<file path="src/rtl/rx_slot_pkg.sv">
// rx_slot_pkg: shared types and default sizing for the RX slot ring.
//   rx_state_e    : frame-sequencing states of rx_slot_ctrl
//   RX_ADDR_W     : default RX memory byte address width
//   RX_SLOT_W     : default log2 of slot count
//   RX_SLOT_BYTES : bytes per slot for the default sizing
//   RX_LEN_W      : width of a slot length (holds 1..RX_SLOT_BYTES)
package rx_slot_pkg;

  typedef enum logic [1:0] {
    ST_IDLE  = 2'd0,
    ST_WRITE = 2'd1,
    ST_DROP  = 2'd2
  } rx_state_e;

  localparam int RX_ADDR_W     = 11;
  localparam int RX_SLOT_W     = 2;
  localparam int RX_SLOT_BYTES = 2 ** (RX_ADDR_W - RX_SLOT_W);
  localparam int RX_LEN_W      = RX_ADDR_W - RX_SLOT_W + 1;

endpackage

</file>
<file path="src/rtl/rx_slot_ring.sv">
// rx_slot_ring: write/read pointers, committed-slot count and per-slot
// length table for the RX slot ring.
//   RX_CLK, rst   : clock, synchronous active-high reset
//   commit        : close slot wp with length commit_len, advance wp
//   commit_len    : byte length of the slot being committed
//   release_req   : free the head slot (ignored when nothing is committed)
//   wp, rp        : slot being filled / oldest committed slot
//   slot_count    : number of committed slots
//   head_valid    : registered (slot_count != 0)
//   head_len      : registered length of the head slot
module rx_slot_ring
  import rx_slot_pkg::*;
#(
  parameter int SLOT_W = RX_SLOT_W,
  parameter int LEN_W  = RX_LEN_W
) (
  input  logic              RX_CLK,
  input  logic              rst,
  input  logic              commit,
  input  logic [LEN_W-1:0]  commit_len,
  input  logic              release_req,
  output logic [SLOT_W-1:0] wp,
  output logic [SLOT_W-1:0] rp,
  output logic [SLOT_W:0]   slot_count,
  output logic              head_valid,
  output logic [LEN_W-1:0]  head_len
);

  localparam int SLOTS = 2 ** SLOT_W;

  logic [LEN_W-1:0]  len_q [SLOTS];
  logic              rel_ok;
  logic [SLOT_W-1:0] rp_nxt;
  logic [SLOT_W:0]   count_nxt;

  always_comb begin
    rel_ok    = release_req && (slot_count != '0);
    rp_nxt    = rp + SLOT_W'(rel_ok);
    count_nxt = slot_count;
    if (commit && !rel_ok)
      count_nxt = slot_count + (SLOT_W+1)'(1);
    else if (!commit && rel_ok)
      count_nxt = slot_count - (SLOT_W+1)'(1);
  end

  always_ff @(posedge RX_CLK) begin
    if (rst) begin
      wp         <= '0;
      rp         <= '0;
      slot_count <= '0;
      head_valid <= 1'b0;
      head_len   <= '0;
      for (int i = 0; i < SLOTS; i++)
        len_q[i] <= '0;
    end else begin
      if (commit) begin
        len_q[wp] <= commit_len;
        wp        <= wp + SLOT_W'(1);
      end
      rp         <= rp_nxt;
      slot_count <= count_nxt;
      head_valid <= (count_nxt != '0);
      // The table write lands this edge, so a commit that becomes the new
      // head must bypass the table.
      head_len   <= (commit && (wp == rp_nxt)) ? commit_len : len_q[rp_nxt];
    end
  end

endmodule

</file>
<file path="src/rtl/rx_slot_ctrl.sv">
// rx_slot_ctrl: sequences the RX payload memory as a ring of fixed-size
// packet slots. Payload bytes are written one cycle after they arrive;
// good frames are committed to the ring, bad/oversize/no-room frames are
// counted as drops.
//   RX_CLK, rst          : clock, synchronous active-high reset
//   pld_v, pld_data      : payload byte stream
//   pld_done, pld_abort  : frame end strobes (commit / discard)
//   mem_web, mem_addr, mem_din : SRAM write port (web active-low)
//   sw_release           : CPU is done with the head slot
//   head_valid, head_slot, head_len, slot_count : head-of-ring status
//   rx_irq               : level interrupt, equals head_valid
//   drop_cnt             : saturating dropped-frame counter
//
// state    | meaning
// ST_IDLE  | between frames, waiting for the first byte
// ST_WRITE | frame in progress, bytes go to slot wp at offset
// ST_DROP  | frame being discarded (ring full or slot overflow)
module rx_slot_ctrl
  import rx_slot_pkg::*;
#(
  parameter int ADDR_W = RX_ADDR_W,
  parameter int SLOT_W = RX_SLOT_W,
  parameter int CNT_W  = 16
) (
  input  logic                     RX_CLK,
  input  logic                     rst,
  input  logic                     pld_v,
  input  logic [7:0]               pld_data,
  input  logic                     pld_done,
  input  logic                     pld_abort,
  output logic                     mem_web,
  output logic [ADDR_W-1:0]        mem_addr,
  output logic [7:0]               mem_din,
  input  logic                     sw_release,
  output logic                     head_valid,
  output logic [SLOT_W-1:0]        head_slot,
  output logic [ADDR_W-SLOT_W:0]   head_len,
  output logic [SLOT_W:0]          slot_count,
  output logic                     rx_irq,
  output logic [CNT_W-1:0]         drop_cnt
);

  localparam int LEN_W = ADDR_W - SLOT_W + 1;
  localparam int SLOTS = 2 ** SLOT_W;
  localparam logic [LEN_W-1:0] SLOT_END = LEN_W'(2 ** (ADDR_W - SLOT_W));

  rx_state_e         state, state_nxt;
  logic [LEN_W-1:0]  offset, offset_nxt;
  logic              web_nxt;
  logic [ADDR_W-1:0] addr_nxt;
  logic [7:0]        din_nxt;
  logic              commit;
  logic [LEN_W-1:0]  commit_len;
  logic              drop_inc;
  logic              ring_full;
  logic [SLOT_W-1:0] wp;
  logic [ADDR_W-1:0] byte_addr;

  assign ring_full = (slot_count == (SLOT_W+1)'(SLOTS));
  assign byte_addr = {wp, offset[LEN_W-2:0]};

  always_comb begin
    state_nxt  = state;
    offset_nxt = offset;
    web_nxt    = 1'b1;
    addr_nxt   = mem_addr;
    din_nxt    = mem_din;
    commit     = 1'b0;
    commit_len = offset;
    drop_inc   = 1'b0;
    case (state)
      ST_IDLE: begin
        if (pld_v) begin
          if (ring_full) begin
            state_nxt = ST_DROP;
          end else begin
            web_nxt    = 1'b0;
            addr_nxt   = {wp, {(LEN_W-1){1'b0}}};
            din_nxt    = pld_data;
            offset_nxt = LEN_W'(1);
            state_nxt  = ST_WRITE;
          end
        end
      end
      ST_WRITE: begin
        if (pld_abort) begin
          drop_inc   = 1'b1;
          offset_nxt = '0;
          state_nxt  = ST_IDLE;
        end else if (pld_v && (offset == SLOT_END)) begin
          // Byte past the end of the slot: the whole frame is lost. If the
          // frame also ends here there is no DROP cycle to count it in.
          offset_nxt = '0;
          if (pld_done) begin
            drop_inc  = 1'b1;
            state_nxt = ST_IDLE;
          end else begin
            state_nxt = ST_DROP;
          end
        end else if (pld_done) begin
          if (pld_v) begin
            web_nxt    = 1'b0;
            addr_nxt   = byte_addr;
            din_nxt    = pld_data;
            commit_len = offset + LEN_W'(1);
          end
          commit     = pld_v || (offset != '0);
          offset_nxt = '0;
          state_nxt  = ST_IDLE;
        end else if (pld_v) begin
          web_nxt    = 1'b0;
          addr_nxt   = byte_addr;
          din_nxt    = pld_data;
          offset_nxt = offset + LEN_W'(1);
        end
      end
      ST_DROP: begin
        if (pld_done || pld_abort) begin
          drop_inc  = 1'b1;
          state_nxt = ST_IDLE;
        end
      end
      default: begin
        offset_nxt = '0;
        state_nxt  = ST_IDLE;
      end
    endcase
  end

  always_ff @(posedge RX_CLK) begin
    if (rst) begin
      state    <= ST_IDLE;
      offset   <= '0;
      mem_web  <= 1'b1;
      mem_addr <= '0;
      mem_din  <= '0;
      drop_cnt <= '0;
    end else begin
      state    <= state_nxt;
      offset   <= offset_nxt;
      mem_web  <= web_nxt;
      mem_addr <= addr_nxt;
      mem_din  <= din_nxt;
      if (drop_inc && (drop_cnt != {CNT_W{1'b1}}))
        drop_cnt <= drop_cnt + CNT_W'(1);
    end
  end

  rx_slot_ring #(
    .SLOT_W (SLOT_W),
    .LEN_W  (LEN_W)
  ) u_ring (
    .RX_CLK      (RX_CLK),
    .rst         (rst),
    .commit      (commit),
    .commit_len  (commit_len),
    .release_req (sw_release),
    .wp          (wp),
    .rp          (head_slot),
    .slot_count  (slot_count),
    .head_valid  (head_valid),
    .head_len    (head_len)
  );

  assign rx_irq = head_valid;

endmodule

</file>
<file path="config.mk">
export PLATFORM = sky130hd
export DESIGN_NAME = rx_slot_ctrl
export DESIGN_NICKNAME = d
export VERILOG_FILES = /design/src/rtl/rx_slot_pkg.sv /design/src/rtl/rx_slot_ring.sv /design/src/rtl/rx_slot_ctrl.sv
export SDC_FILE = /design/constraint.sdc
export NUM_CORES = 1
export LEC_CHECK = 0
export BUFFER_PORTS_ARGS = -buffer_cell sky130_fd_sc_hd__buf_2
export CORE_ASPECT_RATIO = 0.6
export CORE_MARGIN = 2
export CORE_UTILIZATION = 50
export CTS_CLUSTER_DIAMETER = 200
export DETAILED_ROUTE_END_ITERATION = 7
export PLACE_DENSITY_LB_ADDON = 0.15
export SKIP_LAST_GASP = 1
export SLEW_MARGIN = 20
export SYNTH_ARGS = -nofsm -noshare
export SYNTH_HDL_FRONTEND = slang
export SYNTH_HIERARCHICAL = 1
export SYNTH_SLANG_ARGS = --single-unit
</file>
<file path="constraint.sdc">
create_clock -name RX_CLK -period 2.6 [get_ports RX_CLK]
set_input_delay 0.26 -clock RX_CLK [delete_from_list [all_inputs] [get_ports RX_CLK]]
set_output_delay 0.26 -clock RX_CLK [all_outputs]
set_load 0.01 [all_outputs]
</file>
==> results of run 1 <==
## Yosys cell counts (all sizes together), types with 4 or more instances
cell,n
xnor2,11
nor2b,8
nor4,4
mux2,4
mux2i,11
o31ai,10
ha,10
nor3,6
edfxtp,40
nor2,36
mux4,10
nand4,7
o21ai,15
dfxtp,66
a21oi,36
xor2,6
and3,7
inv,25
nand2,57
nand2b,12
or3,6
and2,20
clkbuf,13
a211oi,5
or2b,4
buf,19
nand3,29
or4,8
## layout by cell type, fill, tap and decap left out, drive strengths merged, types with 3 or more instances in the layout
master  count
or4         8
dfxtp      66
o31ai      10
and4        3
and2       20
a21oi      36
and3        7
nand2      57
a21bo       3
nor2b       8
mux4       10
nor2       36
inv        26
xor2        6
nor4        4
edfxtp     40
a211oi      5
clkbuf     10
nand4       7
nor3        6
xnor2      11
or3         6
buf        94
nor3b       3
or2b        4
o21ai      15
mux2        4
ha         10
nand2b     12
nand3      29
mux2i      11
a311oi      3
## worst paths after layout
kind / startpoint / to / slack [ns] / cells past startpoint
setup / recovery: offset[1]$_SDFFE_PP0P_ / u_ring/len_q[1][1]$_SDFFCE_PN0P_ / 0.16 / 10
hold / removal: pld_data[3] / mem_din[3]$_SDFFE_PP0P_ / 0.14 / 3
setup reg to reg: offset[1]$_SDFFE_PP0P_ / u_ring/len_q[1][1]$_SDFFCE_PN0P_ / 0.16 / 10
hold reg to reg: mem_din[4]$_SDFFE_PP0P_ / mem_din[4]$_SDFFE_PP0P_ / 0.45 / 2
## power breakdown
part           internal, W  switching, W  total (W)
Sequential         0.00191     0.0000743    0.00198
Combinational     0.000756      0.000930    0.00169
Clock             0.000846      0.000606    0.00145
## registers in the layout, summed over array words and instances, names as in the netlist
name	flops
u_ring/len_q	40
drop_cnt	16
mem_addr	11
offset	10
u_ring/head_len	10
mem_din	8
u_ring/slot_count	3
state	2
u_ring/rp	2
u_ring/wp	2
mem_web	1
u_ring/head_valid	1
## repair_timing
item / CTS / global route
buffers inserted: 0 / 0
endpoints found under the setup margin: 2 / 10
resized for setup: 1 / 1
## worst min-delay path, stage by stage
cell and delay, ns:
buf_2 0.09, nand2_1 0.04, a21oi_1 0.05
## area by class of cell
class | instances | area [µm²]
Tap cell | 139 | 174
Timing Repair Buffer | 94 | 541
Clock inverter | 6 | 88.8
Sequential cell | 106 | 2520
Fill cell | 911 | 4370
Clock buffer | 10 | 229
Multi-Input combinational cell | 358 | 2430
Inverter | 25 | 93.8
## logic make-up (layout without fill, tap and decap cells)
family	Yosys count	count (layout)	share of synthesized area
and+or+nand+nor	219	219	0.222
DFF	106	106	0.476
AOI/OAI and AO/OA	87	87	0.105
buffers and inverters	58	135	0.0672
muxes	25	25	0.0774
xor gates and xnor gates	17	17	0.0295
adders and majority gates	10	10	0.0236
## through the flow
step	area (µm²)	utilization	cells
2_1_floorplan	5310	-	522
3_3_place_gp	5760	0.551	722
3_5_place_dp	5760	0.551	722
4_1_cts	6080	0.581	738
5_1_grt	6080	0.582	738
6_report	6080	0.582	738
## routing by layer
| layer | up-vias | global-route usage | share of wire |
|---|---|---|---|
| li1 | 2007 | - | - |
| met1 | 1973 | 0.336 | 0.50 |
| met2 | 155 | 0.320 | 0.42 |
| met3 | 12 | 0.0638 | 0.072 |
| met4 | 0 | 0.0412 | 0.0086 |
| met5 | - | 0 | 0 |
==> results.yml, run 1 <==
outcome:
  status: "finished clean"
floorplan:
  ios: 67
  die_height_um: 83.8
  core_mm2: 0.0105
  start_util: 0.508
  rows: 29
  die_area_mm2: 0.0115
  die_w_um: 137
global_routing:
  grt_max_degree: 29
  grt_overflow_total: 0
  antenna_found_initial: 0
  grt_usage: 0.223
  grt_pass1_wl_um: 19500
  grt_pass1_vias: 3789
timing:
  worst_slew_pin_slew_ns: 0.749
  finalHoldViolations: 0
  setup_tns_ns: 0
  period_share: 0.939
  setup_ws_ns: 0.158
  relSlewSlack: 0.494
  finalSetupViolCount: 0
  slew_violations: 0
  hold_ws_ns: 0.138
  skew_ns: 0.0108
  timing.fmax_mhz: 410
  rsz0062_at_grt: "no"
  period_needed_ns: 2.44
drt:
  vias: 4147
  viasPerCell: 5.62
  ant_nets: 0
  wl_per_cell_um: 16.5
  first_iter_violations: 265
  totalWireLength_um: 12200
  dr.pass1.iters: 5
  drc: 0
cells_and_area:
  areaGrowthSynthToFinish_pct: 14.7
  drive_gt1_frac: 0.224
  diodes: 0
  nNetsFinal: 618
worst_setup_path:
  worst_path_most_repeated_cell: "nand2_1"
  critPathMaxFanout: 7
  startpoint_type: "flip-flop"
  cpPeakStageDelay_ns: 0.39
  crit_type: "reg2reg"
  crit_family: "simple AND/OR/NAND/NOR gates"
  required_ns: 2.69
  crit_chain: "inv_1, ha_1, nor4b_4, and3_1, a21oi_1, buf_4, nand2_1, mux2_2, nand2_1, nor2_1"
  critPathBufInv: 2
  crit_arrival_ns: 2.54
  crit_path_end_kind: "flip-flop"
  cpMaxStageDelayCell: "dfxtp_1"
hold_path:
  hp-class: "in2reg"
synthesis:
  synthCells: 522
  yosysWarnings: 6
  syn-cell-area_mm2: 0.00530
  async_flop_share: 0
  yosys-top-cells-area: "dfxtp_1, edfxtp_1, nand2_1"
  synth_edf_count: 40
  synth_nets: 546
  ys_seq_area_frac: 0.476
  synth_cell_types: 63
  synth_area_leader_cell: "dfxtp_1"
  ys_ff_latch: 106
  synth_top_area_frac: 0.249
  syn_avg_cell_area_um2: 10.2
  ys.flop_type: "dfxtp_1"
clock_network:
  cts.sinks: 106
  h-tree-depth: 3
  postCtsHoldBufs: 0
  root_buffer: "clkbuf_16"
  cts-buffers-inserted: 9
  clk_transition_reported_paths_ns: 0.07
  cts_buffer_depth: 2
  cts_tree: "built"
  clk_latency_ns: 0.35
placement:
  dp_hpwl_um: 8560
  portBuffers: 66
  gp_congestion: 0.850
  dpl_worst_slack_ns: 0.0375
power:
  ir_drop_uv: 458
  p_leak_nw: 2.55
  power_w: 0.00512
  powerDensity_mw_per_mm2: 842
run:
  maxCapViolations: 0
No activity file was read; power rests on OpenSTA's default activity.
==> inputs of run 2 (changes only) <==
Clock period 2.6 ns to 2.2 ns, I/O delays scaled along.
==> run 2 against run 1 <==
Compared with the run above: the run now ends with setup timing left; power increased by 29%; register-to-register slack got worse by 0.21 ns; largest cell class is now multi-input gates; largest power group is now combinational logic; first-iteration DRC count increased by 4.2%; worst setup slack got worse by 0.21 ns; clock power increased by 11%; global-route usage increased by 1.6 points; wire length increased by 11%; cell count increased by 7.2%; core utilization increased by 6.4 points.
==> results.yml, run 2 (same netlist as run 1, synthesis figures left out) <==
hold_path:
  hp-start: "pld_data[0]"
  hold_end: "mem_din[0]$_SDFFE_PP0P_"
  hp-class: "in2reg"
  hold_depth: 3
cells_and_area:
  stdcell_count: 791
  utilization: 0.646
  diodes: 0
  largest_register: "u_ring/len_q"
  design_area_mm2: 0.00675
  multi_input_area_mm2: 0.00263
  largest_reg_flops: 40
  layout_commonest_cell: "buf_4"
  regArea_mm2: 0.00253
  top_regs: "u_ring/len_q x40, drop_cnt x16, mem_addr x11"
  layout_common_cells: "buf_4, buf_2, dfxtp_1"
  areaGrowthSynthToFinish_pct: 27.3
  drive_gt1_frac: 0.334
  nNetsFinal: 671
  fillers: 834
global_routing:
  antenna_found_initial: 0
  grt_use_met1: 0.368
  use_met3: 0.0735
  met2_usage: 0.329
  grt-busiest-layer: "met1"
  grt_overflow_total: 0
  grt_pass1_wl_um: 21200
  grt_max_degree: 54
  grt_usage: 0.239
  grt_pass1_vias: 4087
worst_setup_path:
  crit_arrival_ns: 2.48
  cp.depth: 11
  r2r_cells: 11
  crit_type: "reg2reg"
  crit_chain: "inv_4, ha_4, ha_4, nand2b_4, inv_4, ha_4, xor2_4, or4_4, o211a_4, clkbuf_16, mux2i_1"
  r2r_slack_ns: -0.05
  critPathBufInv: 3
  required_ns: 2.43
  r2r_end: "u_ring/head_len[3]$_SDFF_PP0_"
  cpPeakStageDelay_ns: 0.52
  crit_path_end_kind: "flip-flop"
  startpoint_type: "flip-flop"
  worst_path_most_repeated_cell: "ha_4"
  cpMaxStageDelayCell: "or4_4"
  reg2reg_from: "u_ring/slot_count[0]$_SDFF_PP0_"
  crit_family: "simple AND/OR/NAND/NOR gates"
  critPathMaxFanout: 5
timing:
  period_share: 1.02
  setup_ws_ns: -0.0476
  period_needed_ns: 2.25
  slew_violations: 0
  skew_ns: 0.00660
  timing.fmax_mhz: 445
  finalSetupViolCount: 10
  hold_ws_ns: 0.115
  rsz0062_at_grt: "yes"
  finalHoldViolations: 0
  worst_slew_pin_slew_ns: 0.576
  relSlewSlack: 0.610
placement:
  dp_hpwl_um: 9750
  gp_congestion: 0.882
  place_area_mm2: 0.00621
  dpl_worst_slack_ns: -0.0482
  place_inst: 766
  portBuffers: 66
floorplan:
  rows: 29
  die_height_um: 83.8
  ios: 67
  start_util: 0.508
  die_w_um: 137
  core_mm2: 0.0105
  die_area_mm2: 0.0115
clock_network:
  clk_latency_ns: 0.34
  postCtsHoldBufs: 0
  cts_buffer_depth: 2
  cts.sinks: 106
  cts_tree: "built"
  clk_transition_reported_paths_ns: 0.07
  h-tree-depth: 3
  root_buffer: "clkbuf_16"
  cts-buffers-inserted: 9
drt:
  drc: 0
  wl_per_cell_um: 17.0
  vias: 4398
  totalWireLength_um: 13400
  dr.pass1.iters: 6
  viasPerCell: 5.56
  ant_nets: 0
  first_iter_violations: 276
run:
  maxCapViolations: 0
outcome:
  violations: "setup timing"
  status: "finished with violations"
power:
  powerDensity_mw_per_mm2: 975
  ir_drop_uv: 755
  p_leak_nw: 2.87
## run 2: layer usage
metal	share of wire	vias to the layer above
li1	-	2115
met1	0.51	2123
met2	0.41	145
met3	0.076	15
met4	0.010	0
met5	0	-
## run 2: what timing repair did
item,CTS,global route
cloned,0,3
setup buffers,0,6
endpoints found under the setup margin,17,86
pin swaps,0,13
gates resized for setup,4,30
## run 2: worst max-delay path by stage
stage                                     from                                to  slack [ns]
6_report       u_ring/slot_count[0]$_SDFF_PP0_     u_ring/head_len[3]$_SDFF_PP0_       -0.05
5_1_grt        u_ring/slot_count[0]$_SDFF_PP0_     u_ring/head_len[9]$_SDFF_PP0_        -0.1
4_1_cts        u_ring/slot_count[1]$_SDFF_PP0_     u_ring/head_len[3]$_SDFF_PP0_       -0.04
3_5_place_dp            offset[0]$_SDFFE_PP0P_  u_ring/len_q[1][8]$_SDFFCE_PN0P_       -0.05
3_3_place_gp            offset[0]$_SDFFE_PP0P_  u_ring/len_q[1][2]$_SDFFCE_PN0P_       -0.06
2_1_floorplan  u_ring/slot_count[1]$_SDFF_PP0_     u_ring/head_len[0]$_SDFF_PP0_       -0.22
## run 2: cell type report
class | instances | area share
multi-input combinational | 360 | 0.389
sequential | 106 | 0.375
timing repair buffer | 145 | 0.152
clock buffer | 12 | 0.0365
tap | 139 | 0.0258
inverter | 25 | 0.0150
clock inverter | 4 | 0.00760
## run 2: through the flow
stage / total power [W] / TNS, ns
after detailed placement: 0.00481 / -0.258
after CTS: 0.00643 / -0.272
after floorplan: 0.00400 / -2.26
final: 0.00659 / -0.336
after global routing: 0.00694 / -0.814
after global placement: 0.00474 / -0.0750
## run 2: report_power, final
part | leakage (nW) | total [W] | switching (W) | internal (W)
Sequential | 0.944 | 0.00236 | 0.0000982 | 0.00226
Combinational | 1.79 | 0.00262 | 0.00128 | 0.00134
Clock | 0.144 | 0.00161 | 0.000696 | 0.000915
Total | 2.87 | 0.00659 | 0.00207 | 0.00452
## run 2: worst register-to-register path, delay by kind of cell, from the launching register on
kind / cells / cell delay (ns)
AND/OR/NAND/NOR: 2 / 0.65
XOR/XNOR: 1 / 0.18
flip-flops: 1 / 0.35
adder cells (fa/ha/maj): 3 / 0.42
AO/OA/AOI/OAI: 1 / 0.17
multiplexers: 1 / 0.12
buffers and inverters: 3 / 0.25
==> inputs of run 3 (changes only) <==
Settings changed: CORE_UTILIZATION 50 to 52, PLACE_DENSITY set to 0.76, PLACE_DENSITY_LB_ADDON 0.15 to not set.
==> run 3 against run 2 <==
Compared with the run above: the flow still finishes with violations (setup timing); die area shrank 3.7%; register-to-register slack improved by 0.02 ns; power shrank 0.73%; worst hold slack lost 0.0085 ns; global-route usage increased by 0.42 points; fmax grew 0.71%.
==> results.yml, run 3 (same netlist as run 1, synthesis figures left out) <==
clock_network:
  clk_latency_ns: 0.35
  postCtsHoldBufs: 0
  cts-buffers-inserted: 9
  h-tree-depth: 3
  cts_tree: "built"
  cts_buffer_depth: 2
  clk_transition_reported_paths_ns: 0.07
  root_buffer: "clkbuf_16"
  cts.sinks: 106
timing:
  finalHoldViolations: 0
  finalSetupViolCount: 10
  timing.fmax_mhz: 448
  period_needed_ns: 2.23
  worst_slew_pin_slew_ns: 0.595
  rsz0062_at_grt: "yes"
  period_share: 1.01
  setup_tns_ns: -0.247
  slew_violations: 0
  setup_ws_ns: -0.0317
  skew_ns: 0.00911
  relSlewSlack: 0.603
power:
  powerDensity_mw_per_mm2: 984
  switching_power_w: 0.00205
  ir_drop_uv: 623
  p_int_w: 0.00449
  p_clk_frac: 0.257
  combPwrFrac: 0.380
  p_sw_frac: 0.313
  p_leak_nw: 2.85
  power.share.sequential: 0.363
worst_setup_path:
  startpoint_type: "flip-flop"
  crit_arrival_ns: 2.46
  crit_type: "reg2reg"
  crit_path_end_kind: "flip-flop"
  critPathMaxFanout: 5
  required_ns: 2.43
global_routing:
  grt_usage: 0.243
  antenna_found_initial: 0
  grt_pass1_vias: 4058
  grt_overflow_total: 0
  grt_max_degree: 55
  grt_pass1_wl_um: 20700
cells_and_area:
  drive_gt1_frac: 0.322
  top_regs: "u_ring/len_q x40, drop_cnt x16, mem_addr x11"
  areaGrowthSynthToFinish_pct: 25.4
  utilization: 0.673
  largest_reg_flops: 40
  stdcell_count: 780
  largest_register: "u_ring/len_q"
  design_area_mm2: 0.00665
  layout_commonest_cell: "buf_4"
  nNetsFinal: 664
  diodes: 0
  fillers: 763
  multi_input_area_mm2: 0.00259
  regArea_mm2: 0.00253
  layout_common_cells: "buf_4, buf_2, dfxtp_1"
drt:
  vias: 4421
  totalWireLength_um: 13300
  drc: 0
  wl_per_cell_um: 17.0
  ant_nets: 0
  first_iter_violations: 396
  viasPerCell: 5.67
  dr.pass1.iters: 5
placement:
  gp_congestion: 0.885
  dpl_worst_slack_ns: -0.0812
  place_inst: 751
  portBuffers: 66
  place_area_mm2: 0.00608
  dp_hpwl_um: 9230
run:
  maxCapViolations: 0
outcome:
  status: "finished with violations"
  violations: "setup timing"
floorplan:
  die_height_um: 82.2
  ios: 67
  core_mm2: 0.00988
  die_w_um: 134
  die_area_mm2: 0.0111
  rows: 28
  start_util: 0.537
hold_path:
  hp-class: "in2reg"
-- run 3: power by group through the flow --
stage	Clock [W]	Sequential, W	Combinational, W
6_report	0.00168	0.00237	0.00248
5_1_grt	0.00178	0.00240	0.00269
4_1_cts	0.00171	0.00236	0.00235
3_5_place_dp	0	0.00240	0.00224
3_3_place_gp	0	0.00239	0.00218
2_1_floorplan	0	0.00250	0.00150
-- run 3: layout make-up --
| class | instances | area share |
|---|---|---|
| sequential | 106 | 0.381 |
| clock inverter | 2 | 0.00207 |
| clock buffer | 14 | 0.0461 |
| multi-input combinational | 359 | 0.390 |
| tap | 135 | 0.0254 |
| timing repair buffer | 139 | 0.141 |
| inverter | 25 | 0.0149 |
-- run 3: per-stage QoR --
stage	total power, W	hold slack [ns]
2_1_floorplan	0.00400	0.290
3_3_place_gp	0.00457	0.439
3_5_place_dp	0.00465	0.443
4_1_cts	0.00642	0.0989
5_1_grt	0.00687	0.108
6_report	0.00654	0.106
-- run 3: final timing paths --
check / slack [ns] / from / cells past startpoint / to
max: -0.03 / u_ring/slot_count[1]$_SDFF_PP0_ / 11 / u_ring/head_len[8]$_SDFF_PP0_
min: 0.11 / pld_data[0] / 3 / mem_din[0]$_SDFFE_PP0P_
max reg2reg: -0.03 / u_ring/slot_count[1]$_SDFF_PP0_ / 11 / u_ring/head_len[8]$_SDFF_PP0_
min reg2reg: 0.45 / mem_din[4]$_SDFFE_PP0P_ / 2 / mem_din[4]$_SDFFE_PP0P_
-- run 3: per-layer routing --
metal / vias up / routed length (µm) / GRT usage
met3: 14 / 847 / 0.0598
met5: - / 0 / 0
met1: 2142 / 6350 / 0.347
met4: 0 / 156 / 0.0579
met2: 157 / 5900 / 0.377
li1: 2108 / - / -
-- run 3: repair_timing --
action	CTS	global route
cloned	2	0
pin swaps	3	7
resized for setup	12	19
endpoints found under the setup margin	48	95
setup buffers	2	9
-- run 3: worst max-delay path, cell delays in order, from the launching register on --
cell and delay, ns:
dfxtp_4 0.37, inv_4 0.04, ha_4 0.15, ha_4 0.15, nand2b_4 0.14, inv_4 0.06, ha_4 0.20, xor2_1 0.14
or4_4 0.42, o211a_4 0.19, buf_12 0.14, mux2i_1 0.11
